[config.mk]
export PLATFORM = sky130hd
export DESIGN_NAME = pipe_hazard_ctrl_flat
export DESIGN_NICKNAME = d
export VERILOG_FILES = /design/src/rtl/pipe_hazard_ctrl_pkg.sv /design/src/rtl/pipe_hazard_ctrl_if.sv /design/src/rtl/pipe_hazard_ctrl_sat_counter.sv /design/src/rtl/pipe_hazard_ctrl.sv /design/src/flat_wrapper.sv
export SDC_FILE = /design/constraint.sdc
export NUM_CORES = 1
export LEC_CHECK = 0
export ABC_CLOCK_PERIOD_IN_PS = 3100
export CORE_MARGIN = 3
export CORE_UTILIZATION = 45
export DETAILED_ROUTE_END_ITERATION = 12
export HOLD_SLACK_MARGIN = 0.1
export PLACE_DENSITY = 0.79
export SYNTH_ARGS = -nofsm -noshare
export SYNTH_HDL_FRONTEND = slang
export SYNTH_HIERARCHICAL = 1
export SYNTH_SLANG_ARGS = --single-unit
[constraint.sdc]
create_clock -name Clk -period 3.1 [get_ports Clk]
set_clock_uncertainty 0.2 [all_clocks]
set_input_delay 0.775 -clock Clk [delete_from_list [all_inputs] [get_ports Clk]]
set_output_delay 0.775 -clock Clk [all_outputs]
set_load 0.01 [all_outputs]
[src/rtl/pipe_hazard_ctrl_pkg.sv]
// Shared state encoding and register-field constants for the pipeline hazard sequencer.
package pipe_hazard_ctrl_pkg;

    localparam logic [1:0] ST_RUN     = 2'd0;
    localparam logic [1:0] ST_MEMWAIT = 2'd1;
    localparam logic [1:0] ST_HALTED  = 2'd2;

    localparam logic [4:0] REG_ZERO = 5'd0;

    // r0 is hardwired, so a load targeting it never produces a usable value to wait for
    function automatic logic load_use(input logic       memread,
                                      input logic [4:0] rd,
                                      input logic [4:0] rs,
                                      input logic [4:0] rt,
                                      input logic       uses_rt);
        return memread && (rd != REG_ZERO) && ((rd == rs) || (uses_rt && (rd == rt)));
    endfunction

endpackage

[src/rtl/pipe_hazard_ctrl_if.sv]
// Hazard inputs from the pipeline stages and the stage-register controls returned to them.
interface pipe_hazard_ctrl_if;
    logic [4:0] id_rs;
    logic [4:0] id_rt;
    logic       id_uses_rt;
    logic       ex_memread;
    logic [4:0] ex_rd;
    logic       ex_branch_taken;
    logic       mem_req;
    logic       mem_ready;
    logic       halt;

    logic       pc_en;
    logic       ifid_en;
    logic       idex_en;
    logic       exmem_en;
    logic       memwb_en;
    logic       ifid_clr;
    logic       idex_clr;
    logic       exmem_clr;

    modport master (
        output id_rs, id_rt, id_uses_rt, ex_memread, ex_rd, ex_branch_taken,
               mem_req, mem_ready, halt,
        input  pc_en, ifid_en, idex_en, exmem_en, memwb_en,
               ifid_clr, idex_clr, exmem_clr
    );

    modport slave (
        input  id_rs, id_rt, id_uses_rt, ex_memread, ex_rd, ex_branch_taken,
               mem_req, mem_ready, halt,
        output pc_en, ifid_en, idex_en, exmem_en, memwb_en,
               ifid_clr, idex_clr, exmem_clr
    );
endinterface

[src/rtl/pipe_hazard_ctrl_sat_counter.sv]
// Saturating event counter with async clear; sticks at all-ones instead of wrapping.
module pipe_hazard_ctrl_sat_counter #(
    parameter int W = 16
) (
    input  logic         Clk,
    input  logic         Clr,
    input  logic         inc,
    output logic [W-1:0] count
);

    always_ff @(posedge Clk or posedge Clr) begin
        if (Clr)
            count <= '0;
        else if (inc && (count != '1))
            count <= count + W'(1);
    end

endmodule

[src/rtl/pipe_hazard_ctrl.sv]
// Central sequencer for PC and pipeline stage registers: load-use stalls, branch flushes,
// data-memory waits with timeout, and a terminal halt state.
//
// state   | meaning
// RUN     | normal issue; stalls/flushes resolved each cycle
// MEMWAIT | pipeline frozen waiting for data memory
// HALTED  | terminal; only Clr leaves
module pipe_hazard_ctrl
    import pipe_hazard_ctrl_pkg::*;
#(
    parameter int CNT_W       = 16,
    parameter int MEM_TIMEOUT = 64
) (
    input  logic              Clk,
    input  logic              Clr,
    pipe_hazard_ctrl_if.slave pif,
    output logic [1:0]        state,
    output logic              mem_err,
    output logic [CNT_W-1:0]  stall_count,
    output logic [CNT_W-1:0]  flush_count
);

    localparam int WAIT_W = (MEM_TIMEOUT < 2) ? 1 : $clog2(MEM_TIMEOUT + 1);

    logic [WAIT_W-1:0] wait_cnt, nxt_wait;
    logic [1:0]        nxt_state;
    logic              set_err;
    logic              stall_inc, flush_inc;
    logic              lu, issue;
    logic              pc_en, ifid_en, idex_en, exmem_en, memwb_en;
    logic              ifid_clr, idex_clr, exmem_clr;

    assign lu = load_use(pif.ex_memread, pif.ex_rd, pif.id_rs, pif.id_rt, pif.id_uses_rt);

    // A cycle "issues" when memory is not holding the pipe: RUN without a pending miss,
    // or the completing cycle of MEMWAIT. Both resolve halt/branch/lu identically.
    assign issue = ((state == ST_RUN) && !(pif.mem_req && !pif.mem_ready)) ||
                   ((state == ST_MEMWAIT) && pif.mem_ready);

    always_comb begin
        pc_en     = 1'b0;
        ifid_en   = 1'b0;
        idex_en   = 1'b0;
        exmem_en  = 1'b0;
        memwb_en  = 1'b0;
        ifid_clr  = 1'b0;
        idex_clr  = 1'b0;
        exmem_clr = 1'b0;
        nxt_state = state;
        nxt_wait  = wait_cnt;
        set_err   = 1'b0;
        stall_inc = 1'b0;
        flush_inc = 1'b0;

        case (state)
            ST_RUN: begin
                if (pif.mem_req && !pif.mem_ready) begin
                    nxt_state = ST_MEMWAIT;
                    nxt_wait  = WAIT_W'(1);
                end
            end
            ST_MEMWAIT: begin
                if (!pif.mem_ready) begin
                    if (wait_cnt >= WAIT_W'(MEM_TIMEOUT - 1)) begin
                        set_err   = 1'b1;
                        nxt_state = ST_HALTED;
                        nxt_wait  = '0;
                    end else begin
                        nxt_wait = wait_cnt + WAIT_W'(1);
                    end
                end
            end
            ST_HALTED: begin
            end
            default: begin
                set_err   = 1'b1;
                nxt_state = ST_HALTED;
            end
        endcase

        if (issue) begin
            nxt_wait  = '0;
            nxt_state = pif.halt ? ST_HALTED : ST_RUN;
            if (pif.halt || pif.ex_branch_taken || !lu) begin
                pc_en    = 1'b1;
                ifid_en  = 1'b1;
                idex_en  = 1'b1;
                exmem_en = 1'b1;
                memwb_en = 1'b1;
                if (!pif.halt && pif.ex_branch_taken) begin
                    ifid_clr  = 1'b1;
                    idex_clr  = 1'b1;
                    flush_inc = 1'b1;
                end
            end else begin
                idex_en   = 1'b1;
                idex_clr  = 1'b1;
                exmem_en  = 1'b1;
                memwb_en  = 1'b1;
                stall_inc = 1'b1;
            end
        end

        // Reset freezes every stage and flushes the front end regardless of state
        if (Clr) begin
            pc_en     = 1'b0;
            ifid_en   = 1'b0;
            idex_en   = 1'b0;
            exmem_en  = 1'b0;
            memwb_en  = 1'b0;
            ifid_clr  = 1'b1;
            idex_clr  = 1'b1;
            exmem_clr = 1'b1;
        end
    end

    assign pif.pc_en     = pc_en;
    assign pif.ifid_en   = ifid_en;
    assign pif.idex_en   = idex_en;
    assign pif.exmem_en  = exmem_en;
    assign pif.memwb_en  = memwb_en;
    assign pif.ifid_clr  = ifid_clr;
    assign pif.idex_clr  = idex_clr;
    assign pif.exmem_clr = exmem_clr;

    always_ff @(posedge Clk or posedge Clr) begin
        if (Clr) begin
            state    <= ST_RUN;
            wait_cnt <= '0;
            mem_err  <= 1'b0;
        end else begin
            state    <= nxt_state;
            wait_cnt <= nxt_wait;
            mem_err  <= mem_err | set_err;
        end
    end

    pipe_hazard_ctrl_sat_counter #(.W(CNT_W)) u_stall_cnt (
        .Clk   (Clk),
        .Clr   (Clr),
        .inc   (stall_inc),
        .count (stall_count)
    );

    pipe_hazard_ctrl_sat_counter #(.W(CNT_W)) u_flush_cnt (
        .Clk   (Clk),
        .Clr   (Clr),
        .inc   (flush_inc),
        .count (flush_count)
    );

endmodule

[src/flat_wrapper.sv]
// flat-port wrapper written by rule: the top's interface ports become plain ports
module pipe_hazard_ctrl_flat import pipe_hazard_ctrl_pkg::*;
#(
    parameter int CNT_W       = 16,
    parameter int MEM_TIMEOUT = 64
)
  (Clk, Clr, state, mem_err, stall_count, flush_count, pif_id_rs, pif_id_rt, pif_id_uses_rt, pif_ex_memread, pif_ex_rd, pif_ex_branch_taken, pif_mem_req, pif_mem_ready, pif_halt, pif_pc_en, pif_ifid_en, pif_idex_en, pif_exmem_en, pif_memwb_en, pif_ifid_clr, pif_idex_clr, pif_exmem_clr);
  pipe_hazard_ctrl_if pif_i ();
  input  logic Clk;
  input  logic Clr;
  output logic [1:0] state;
  output logic mem_err;
  output logic [CNT_W-1:0] stall_count;
  output logic [CNT_W-1:0] flush_count;
  input wire logic [$bits(pif_i.id_rs)-1:0] pif_id_rs;
  input wire logic [$bits(pif_i.id_rt)-1:0] pif_id_rt;
  input wire logic [$bits(pif_i.id_uses_rt)-1:0] pif_id_uses_rt;
  input wire logic [$bits(pif_i.ex_memread)-1:0] pif_ex_memread;
  input wire logic [$bits(pif_i.ex_rd)-1:0] pif_ex_rd;
  input wire logic [$bits(pif_i.ex_branch_taken)-1:0] pif_ex_branch_taken;
  input wire logic [$bits(pif_i.mem_req)-1:0] pif_mem_req;
  input wire logic [$bits(pif_i.mem_ready)-1:0] pif_mem_ready;
  input wire logic [$bits(pif_i.halt)-1:0] pif_halt;
  output wire logic [$bits(pif_i.pc_en)-1:0] pif_pc_en;
  output wire logic [$bits(pif_i.ifid_en)-1:0] pif_ifid_en;
  output wire logic [$bits(pif_i.idex_en)-1:0] pif_idex_en;
  output wire logic [$bits(pif_i.exmem_en)-1:0] pif_exmem_en;
  output wire logic [$bits(pif_i.memwb_en)-1:0] pif_memwb_en;
  output wire logic [$bits(pif_i.ifid_clr)-1:0] pif_ifid_clr;
  output wire logic [$bits(pif_i.idex_clr)-1:0] pif_idex_clr;
  output wire logic [$bits(pif_i.exmem_clr)-1:0] pif_exmem_clr;
  assign pif_i.id_rs = pif_id_rs;
  assign pif_i.id_rt = pif_id_rt;
  assign pif_i.id_uses_rt = pif_id_uses_rt;
  assign pif_i.ex_memread = pif_ex_memread;
  assign pif_i.ex_rd = pif_ex_rd;
  assign pif_i.ex_branch_taken = pif_ex_branch_taken;
  assign pif_i.mem_req = pif_mem_req;
  assign pif_i.mem_ready = pif_mem_ready;
  assign pif_i.halt = pif_halt;
  assign pif_pc_en = pif_i.pc_en;
  assign pif_ifid_en = pif_i.ifid_en;
  assign pif_idex_en = pif_i.idex_en;
  assign pif_exmem_en = pif_i.exmem_en;
  assign pif_memwb_en = pif_i.memwb_en;
  assign pif_ifid_clr = pif_i.ifid_clr;
  assign pif_idex_clr = pif_i.idex_clr;
  assign pif_exmem_clr = pif_i.exmem_clr;
  pipe_hazard_ctrl #(.CNT_W(CNT_W), .MEM_TIMEOUT(MEM_TIMEOUT)) u_core (.Clk(Clk), .Clr(Clr), .pif(pif_i), .state(state), .mem_err(mem_err), .stall_count(stall_count), .flush_count(flush_count));
endmodule
# ---- Yosys cells after proc, flatten, opt, wreduce, memory -nomap -nowiden
# Cells that the tools add are included.
dict set report word_totals {
  register_bits 42
  output_inout_bits 43
  inputBits 23
  elab_cells 72
}
dict set report op_classes {
  eq_ne 10
  n_addsub 3
  magnitude_cmp 1
  n_reduce_logical 23
  muxes 29
  bitwise_logic 1
}
# cell n
set ops {}
lappend ops {{$add 16x1->16 const B} 2}
lappend ops {{$ne 16x16->1 const B} 2}
lappend ops {{$mux 7} 4}
lappend ops {{$mux 1} 17}
lappend ops {{$pmux 7 s2} 1}
lappend ops {{$eq 5x5->1} 2}
lappend ops {{$mux 2} 5}
lappend ops {{$logic_and 1x1->1} 9}
lappend ops {{$ne 3x2->1 const B} 3}
lappend ops {{$add 7x1->7 const B} 1}
lappend ops {{$ge 7x6->1 const B} 1}
lappend ops {{$pmux 2 s3} 1}
lappend ops {{$reduce_bool 5->1} 1}
lappend ops {{$logic_not 1->1} 4}
lappend ops {{$logic_or 1x1->1} 4}
lappend ops {{$reduce_and 4->1} 1}
lappend ops {{$reduce_and 3->1} 1}
lappend ops {{$reduce_bool 3->1} 1}
lappend ops {{$eq 2x1->1 const B} 1}
lappend ops {{$eq 2x2->1 const B} 1}
lappend ops {{$logic_not 2->1} 1}
lappend ops {{$ne 2x1->1 const B} 1}
lappend ops {{$pmux 1 s2} 1}
lappend ops {{$reduce_or 2->1} 1}
lappend ops {{$or 1x1->1} 1}

# ---- Depth between registers and ports, before layout
dict set report logic_depth {
  ltp_word 9
  ltp_mapped 8
  ltp_nobuf 8
}

# ---- Cells and area by module
# Netlist, hierarchy kept.
# module seq_area_each_um2 instances cells_each area_each_um2
set modules_own_cells {}
lappend modules_own_cells {pipe_hazard_ctrl_sat_counter 400.4 2 71 805.8}
lappend modules_own_cells {pipe_hazard_ctrl 250.2 1 77 700.7}

# ---- Worst setup path after synthesis
# No wires, ideal clock.
dict set report synth_timing {
  kind {input -> output}
  from {input port pif_mem_req}
  to {output port pif_idex_clr}
  n_path_buf 0
  path_slack_ps 134
  arrival_ps 1991
  path_stages 4
  t_required_ps 2125
  path_cell_list {o21ba_2 nor4b_1 or2_1 o21bai_2}
}
dict set report synth_between {
  elab_chain_cells 6
}
# item line_no
set synth_rtl {}
lappend synth_rtl {{from (decl)} flat_wrapper.sv:21} ;# input wire logic [$bits(pif_i.mem_req)-1:0] pif_mem_req;
lappend synth_rtl {{$logic_and 1x1->1} pipe_hazard_ctrl.sv:37} ;# assign issue = ((state == ST_RUN) && !(pif.mem_req && !pif.mem_ready)) ||
lappend synth_rtl {{$logic_not 1->1} pipe_hazard_ctrl.sv:37}
lappend synth_rtl {{$logic_and 1x1->1} pipe_hazard_ctrl.sv:37}
lappend synth_rtl {{$logic_or 1x1->1} pipe_hazard_ctrl.sv:37}
lappend synth_rtl {{$mux 1} pipe_hazard_ctrl.sv:81} ;# if (issue) begin
lappend synth_rtl {{$mux 1} pipe_hazard_ctrl.sv:105} ;# if (Clr) begin
lappend synth_rtl {{to (decl)} flat_wrapper.sv:30} ;# output wire logic [$bits(pif_i.idex_clr)-1:0] pif_idex_clr;
# Every way passes these cells.

# ---- Final worst setup path
# Same ends and word-level chain as after synthesis.

==> impl_metrics.json <==
{
  "vias": 1950,
  "p_sw_uw": 209,
  "synth_top_area_cell": "dfrtp_1",
  "via_per_inst": 5.23,
  "ys_types": 43,
  "synth.avg_cell_area_sq_um": 10.6,
  "status": "finished clean",
  "finalWirelength_mm": 5.18,
  "place_ws_ps": -587,
  "yosys.area.top_type_share_pct": 45.5,
  "drv_slew": 0,
  "synth_enable_flop_cells": 0,
  "p_comb_share_pct": 8.2,
  "antenna_found_initial": 0,
  "fin_nets": 333,
  "vdd_drop_max_mv": 0.235,
  "ys_ff_latch": 42,
  "min_path_type": "flop to flop",
  "ys_top_cells_by_count": "dfrtp_1 (42), xnor2_1 (25), nand2_1 (17)",
  "crit_arrival_ps": 2070,
  "drive_gt1_share_pct": 21.6,
  "yosys-top-cells-area": "dfrtp_1 (45%), xnor2_1 (9.5%), xor2_1 (4.2%)",
  "drc": 0,
  "maxCapViolations": 0,
  "gp_congestion": 0.807,
  "initial_utilization_pct": 47.7,
  "area_delta_synth_final_pct": 42.1,
  "die_h_um": 77.7,
  "synthAdderAreaFrac_pct": 1.62,
  "min_period_ps": 3050,
  "seqPwrFrac_pct": 56.6,
  "max_slew_margin_pct": 59.2,
  "setup_tns_ps": 0,
  "clock_sinks": 42,
  "cts_tree": "yes",
  "end_kind": "output pin",
  "chipWidth_um": 77.7,
  "synthSimpleGateAreaFrac_pct": 27.8,
  "post-route-worst-setup-slack_ps": 54.8,
  "cts-root-buf": "clkbuf_8",
  "die_area_sq_mm": 0.00603,
  "clock_latency_ps": 290,
  "synth_xor_area_share_pct": 13.6,
  "htreeDepth": 2,
  "portBuffers": 65,
  "synthMuxAreaShare_pct": 3.25,
  "grt_pass1_vias": 1858,
  "intPower_uw": 760,
  "coreArea_sq_mm": 0.00485,
  "path_class": "input pin to output pin",
  "synth_area_sq_mm": 0.00231,
  "wl_per_cell_um": 13.9,
  "swShare_pct": 21.6,
  "cts_buffers": 5,
  "hold_viol_final": 0,
  "synth.net_count": 245,
  "grtUsageTotal_pct": 17.8,
  "row_count": 25,
  "worst_pin_slew_ps": 611,
  "cp.required_ps": 2120,
  "seq_area_frac_synth_pct": 45.5,
  "synth.most_common_cell": "dfrtp_1",
  "synthArstFlopShare_pct": 100,
  "pin_count": 66,
  "drtAntennaViolNets": 0,
  "clockPowerShare_pct": 35.2,
  "crit_fanout": 4,
  "synthCells": 219,
  "clkTransAtPathRegs_ps": 70,
  "placed_cells": 362,
  "grt_max_degree": 17,
  "cp-start-kind": "input pin",
  "fmax_ghz": 0.328,
  "finalSetupViolCount": 0,
  "num-fill-cells": 378,
  "ys_warn_count": 6,
  "p_leak_uw": 0.00152,
  "rsz0062_at_grt": "false",
  "ys.flop_type": "dfrtp_1",
  "dpl.hpwl_mm": 3.83,
  "ctsLongestPathBuffers": 2,
  "grt_pass1_wl_mm": 8.69,
  "synth-compound-area-share_pct": 5.84,
  "finalNonFillerCells": 373,
  "synth_top_family_by_area": "simple AND/OR/NAND/NOR gates",
  "powerDensity_mw_per_mm2": 295,
  "drt_iter0_markers": 63,
  "antenna_cells_inserted": 0,
  "dr.pass1.iters": 4,
  "utilization_pct": 67.8,
  "fin_crit_sh_pct": 98.2,
  "grt_overflow": 0
}
-- metrics by stage --
stage / instance area, sq um / hold slack (ps) / power (uW)
3_3_place_gp: 3130 / 247 / 636
5_1_grt: 3290 / 284 / 1010
4_1_cts: 3240 / 266 / 985
2_1_floorplan: 2310 / 254 / 587
6_report: 3290 / 258 / 969
3_5_place_dp: 3130 / 247 / 638
-- area by class of cell --
class	count	area (sq um)	area share [%]
clock buffers	6	82.6	2.51
multi-input cells	166	1280	38.9
flip-flops and latches	42	1050	32.0
inverters	6	22.5	0.685
repair buffers	86	768	23.4
well taps	67	83.8	2.55
-- path summary, 6_finish.rpt --
path,startpoint,end,slack (ps),cells after the start
hold / removal,u_core/mem_err,u_core/mem_err,260,1
setup reg to reg,u_core/state[0],u_core/u_stall_cnt/count[14],520,9
min in group asynchronous,Clr,u_core/wait_cnt[3],490,3
setup / recovery,pif_mem_req,pif_idex_clr,50,5
hold reg to reg,u_core/mem_err,u_core/mem_err,260,1
max in group asynchronous,Clr,u_core/u_stall_cnt/count[12],1730,3
-- logic make-up after synthesis --
group	count (synthesis)
AND/OR/NAND/NOR	101
flip-flops	42
XOR/XNOR	36
AO/OA/AOI/OAI	19
buffers and inverters	11
multiplexers	7
adder cells (fa/ha/maj)	3
-- power by group through the flow --
stage                     registers [uW]  logic [uW]  clock network, uW
after floorplan                      560        27.5                  0
after global placement               559        76.6                  0
after detailed placement             559        78.3                  0
after CTS                            548        78.0                359
after global routing                 548        86.8                379
final                                549        79.3                342
-- cells in the final DEF, fill, tap and decap left out, drive strengths merged, types with 3 or more instances in the layout --
master,synthesis,layout
clkdlybuf4s50,0,45
inv,6,6
nand3,15,15
clkbuf,1,11
buf,4,25
xnor2,25,25
nand2,19,19
mux2i,3,3
nand4,14,14
nand2b,3,3
and4,9,9
dlymetal6s2s,0,3
dfrtp,42,42
xor2,11,11
ha,3,3
mux2,4,4
and3,10,10
a21oi,5,5
nor4,3,3
and2,3,3
dlygate4sd2,0,7
nor2,16,16
-- registers in the layout, indices dropped and copies added (netlist names) --
signal and count:
u_core/state 2, u_core/u_flush_cnt/count 16, u_core/mem_err 1, u_core/u_stall_cnt/count 16, u_core/wait_cnt 7
-- metal layers --
layer	share of wire [%]	track usage (%)
met5	0	0
met1	44	23.8
met2	50	28.5
met3	4.4	4.06
met4	1.4	6.05
-- worst max-delay path, stage by stage --
cell and delay [ps]:
dlygate4sd2_1 250, o21ba_4 240, or4_4 540, o21bai_4 150, buf_6 110
-- what timing repair did --
action / 4_1_cts / 5_1_grt
buffers inserted: 1 / 4
hold buffers: 0 / 0
gates resized for setup: 35 / 23
endpoints found under the setup margin: 9 / 13
pin swaps: 9 / 7
Power figures use the tool's default switching activity.
==> edit, RTL diff (same flow settings) <==
`MEM_TIMEOUT` is set to 64 in 2 places; all go to 128.
--- a/src/rtl/pipe_hazard_ctrl.sv
+++ b/src/rtl/pipe_hazard_ctrl.sv
@@ -9,7 +9,7 @@
     import pipe_hazard_ctrl_pkg::*;
 #(
     parameter int CNT_W       = 16,
-    parameter int MEM_TIMEOUT = 64
+    parameter int MEM_TIMEOUT = 128
 ) (
     input  logic              Clk,
     input  logic              Clr,
--- a/src/flat_wrapper.sv
+++ b/src/flat_wrapper.sv
@@ -2,7 +2,7 @@
 module pipe_hazard_ctrl_flat import pipe_hazard_ctrl_pkg::*;
 #(
     parameter int CNT_W       = 16,
-    parameter int MEM_TIMEOUT = 64
+    parameter int MEM_TIMEOUT = 128
 )
   (Clk, Clr, state, mem_err, stall_count, flush_count, pif_id_rs, pif_id_rt, pif_id_uses_rt, pif_ex_memread, pif_ex_rd, pif_ex_branch_taken, pif_mem_req, pif_mem_ready, pif_halt, pif_pc_en, pif_ifid_en, pif_idex_en, pif_exmem_en, pif_memwb_en, pif_ifid_clr, pif_idex_clr, pif_exmem_clr);
   pipe_hazard_ctrl_if pif_i ();
Behaviour: same outputs for any inputs over 10 cycles, from zero or initial values; that may be too few to reach the edited logic, so the function may still have changed.
==> edit against the unedited design <==
Worst setup slack improved by 0.044 ns. Sequential cell count rose by 1. Register-to-register slack better by 0.21 ns. First-iteration DRC count rose by 43%. Core utilization increased by 0.72 points. Critical path depth unchanged. Routed wire length up 12%. Non-clock buffer count grew 1. Final area grew 2.4%. Synthesized area is 3.2% higher.
Power is not compared: it rests on default switching activity, and its combinational part moved more than twofold at a synthesized area within 25%.
==> edit: results (changes against the unedited design) <==
[layout]
nets=346  ; was 333
drive_gt1_share_pct=20.00  ; was 21.57%
fillers=414  ; was 378
instances_no_fill=387  ; was 373
fin_area_sq_mm=0.003363  ; was 0.003286 sq mm
top_regs=u_core/u_flush_cnt/count x16, u_core/u_stall_cnt/count x16, u_core/wait_cnt x8  ; was u_core/u_flush_cnt/count x16, u_core/u_stall_cnt/count x16, u_core/wait_cnt x7

[critical_path]
path_max_fanout=4  ; unchanged
critical_path.max_stage_delay_ns=0.47  ; was 0.54 ns
arrival_ns=2.03  ; was 2.07 ns
crit_slowest_cell=clkdlybuf4s50_1  ; was or4_4
r2r_slack_ns=0.73  ; was 0.52 ns
crit_start=pif_mem_ready  ; was pif_mem_req
crit_end=pif_ifid_clr  ; was pif_idex_clr
r2r-start=u_core/state[0]  ; unchanged
crit_family=buffers and inverters  ; was simple AND/OR/NAND/NOR gates
regToRegEndpoint=u_core/u_stall_cnt/count[13]  ; was u_core/u_stall_cnt/count[14]

[yosys]
synthCells=231  ; was 219
synth_fp_nets=257  ; was 245
synthTopCellsByArea=dfrtp_1 (45%), xnor2_1 (8.8%), nand3_1 (3.8%)  ; was dfrtp_1 (45%), xnor2_1 (9.5%), xor2_1 (4.2%)
yosysSeqAreaShare_pct=45.07  ; was 45.45%
ys_types=44  ; was 43
synthTopCellsByCount=dfrtp_1 (43), xnor2_1 (24), nand3_1 (18)  ; was dfrtp_1 (42), xnor2_1 (25), nand2_1 (17)

[sta]
worst_pin_slew_ns=0.6184  ; was 0.6108 ns
finalCritPeriodShare_pct=96.81  ; was 98.23%

[placement]
routabilityCongestion=0.8366  ; was 0.8067
pre_cts_slack_ns=-0.5289  ; was -0.5871 ns
dp.cells=378  ; was 362
dpl.hpwl_microns=4324  ; was 3826 microns
placed_cell_area_sq_mm=0.003234  ; was 0.003133 sq mm

[routing]
wl_per_cell_microns=14.94  ; was 13.89 microns
firstDrtPassIters=4  ; unchanged
drt-initial-drc-count=90  ; was 63
via_per_inst=5.333  ; was 5.228

[grt]
grt_start_max_net_pins=17  ; unchanged
grt_pass1_wl_microns=9487  ; was 8687 microns
track_usage_pct=18.72  ; was 17.83%

[clock_network]
path_clk_slew_ns=0.08
cts_buffers=5  ; unchanged
cts_root_buffer=clkbuf_8  ; unchanged
cts_max_level=2  ; unchanged

[status]
status=finished, final reports clean  ; unchanged

[hold_path]
min_from=u_core/mem_err  ; unchanged
hold_path_end=u_core/mem_err  ; unchanged
holdPathStages=1  ; unchanged

[pwr]
p_leak_uw=0.001530

==> edit: cell families (layout without fill, tap and decap cells) <==
logic type | after synthesis | in the layout | share of synthesized area (%)
AOI/OAI and AO/OA | 28 | 28 | 7.967
xor gates and xnor gates | 33 | 33 | 12.11
and+or+nand+nor | 106 | 106 | 27.88
DFF | 43 | 43 | 45.07
adders and majority gates | 3 | 3 | 1.572
muxes | 6 | 6 | 2.725
buffers and inverters | 12 | 101 | 2.673
==> edit: report_power, final <==
group	internal, uW	switching (uW)
Clock	236	187
Sequential	606	64.0
Combinational	209	184
==> edit: per-stage QoR <==
stage          setup TNS, ns  hold slack [ns]
6_report                   0           0.2755
5_1_grt             -0.01702           0.3001
4_1_cts                    0           0.2839
3_5_place_dp          -6.419           0.2537
3_3_place_gp          -6.008           0.2430
2_1_floorplan              0           0.2895
==> edit: worst reg2reg max path, delay by kind of cell (launching register included) <==
family	cells	cell delay, ns
simple gates	4	0.85
buf+inv	3	0.41
flops	1	0.39
compound gates	1	0.25
xor+xnor	1	0.16
==> edit: layout make-up <==
| class | instances | area share [%] |
|---|---|---|
| Sequential cell | 43 | 31.99 |
| Inverter | 7 | 0.7812 |
| Multi-Input combinational cell | 176 | 38.50 |
| Clock buffer | 6 | 2.158 |
| Timing Repair Buffer | 87 | 23.18 |
| Clock inverter | 1 | 0.8929 |
| Tap cell | 67 | 2.493 |
==> edit: repair_timing <==
item / CTS / global route
setup endpoints to repair: 13 / 9
resized for setup: 26 / 21
setup buffers: 0 / 2
hold buffers: 0 / 0
pin swaps: 5 / 9
==> edit: metal layers <==
layer	track usage [%]	vias up	routed length [microns]	share of wire, %
li1	-	1012	-	-
met1	22.72	1001	2453	42
met2	34.13	44	3082	53
met3	3.175	7	186	3.2
met4	5.155	0	59	1.0
met5	0	-	0	0
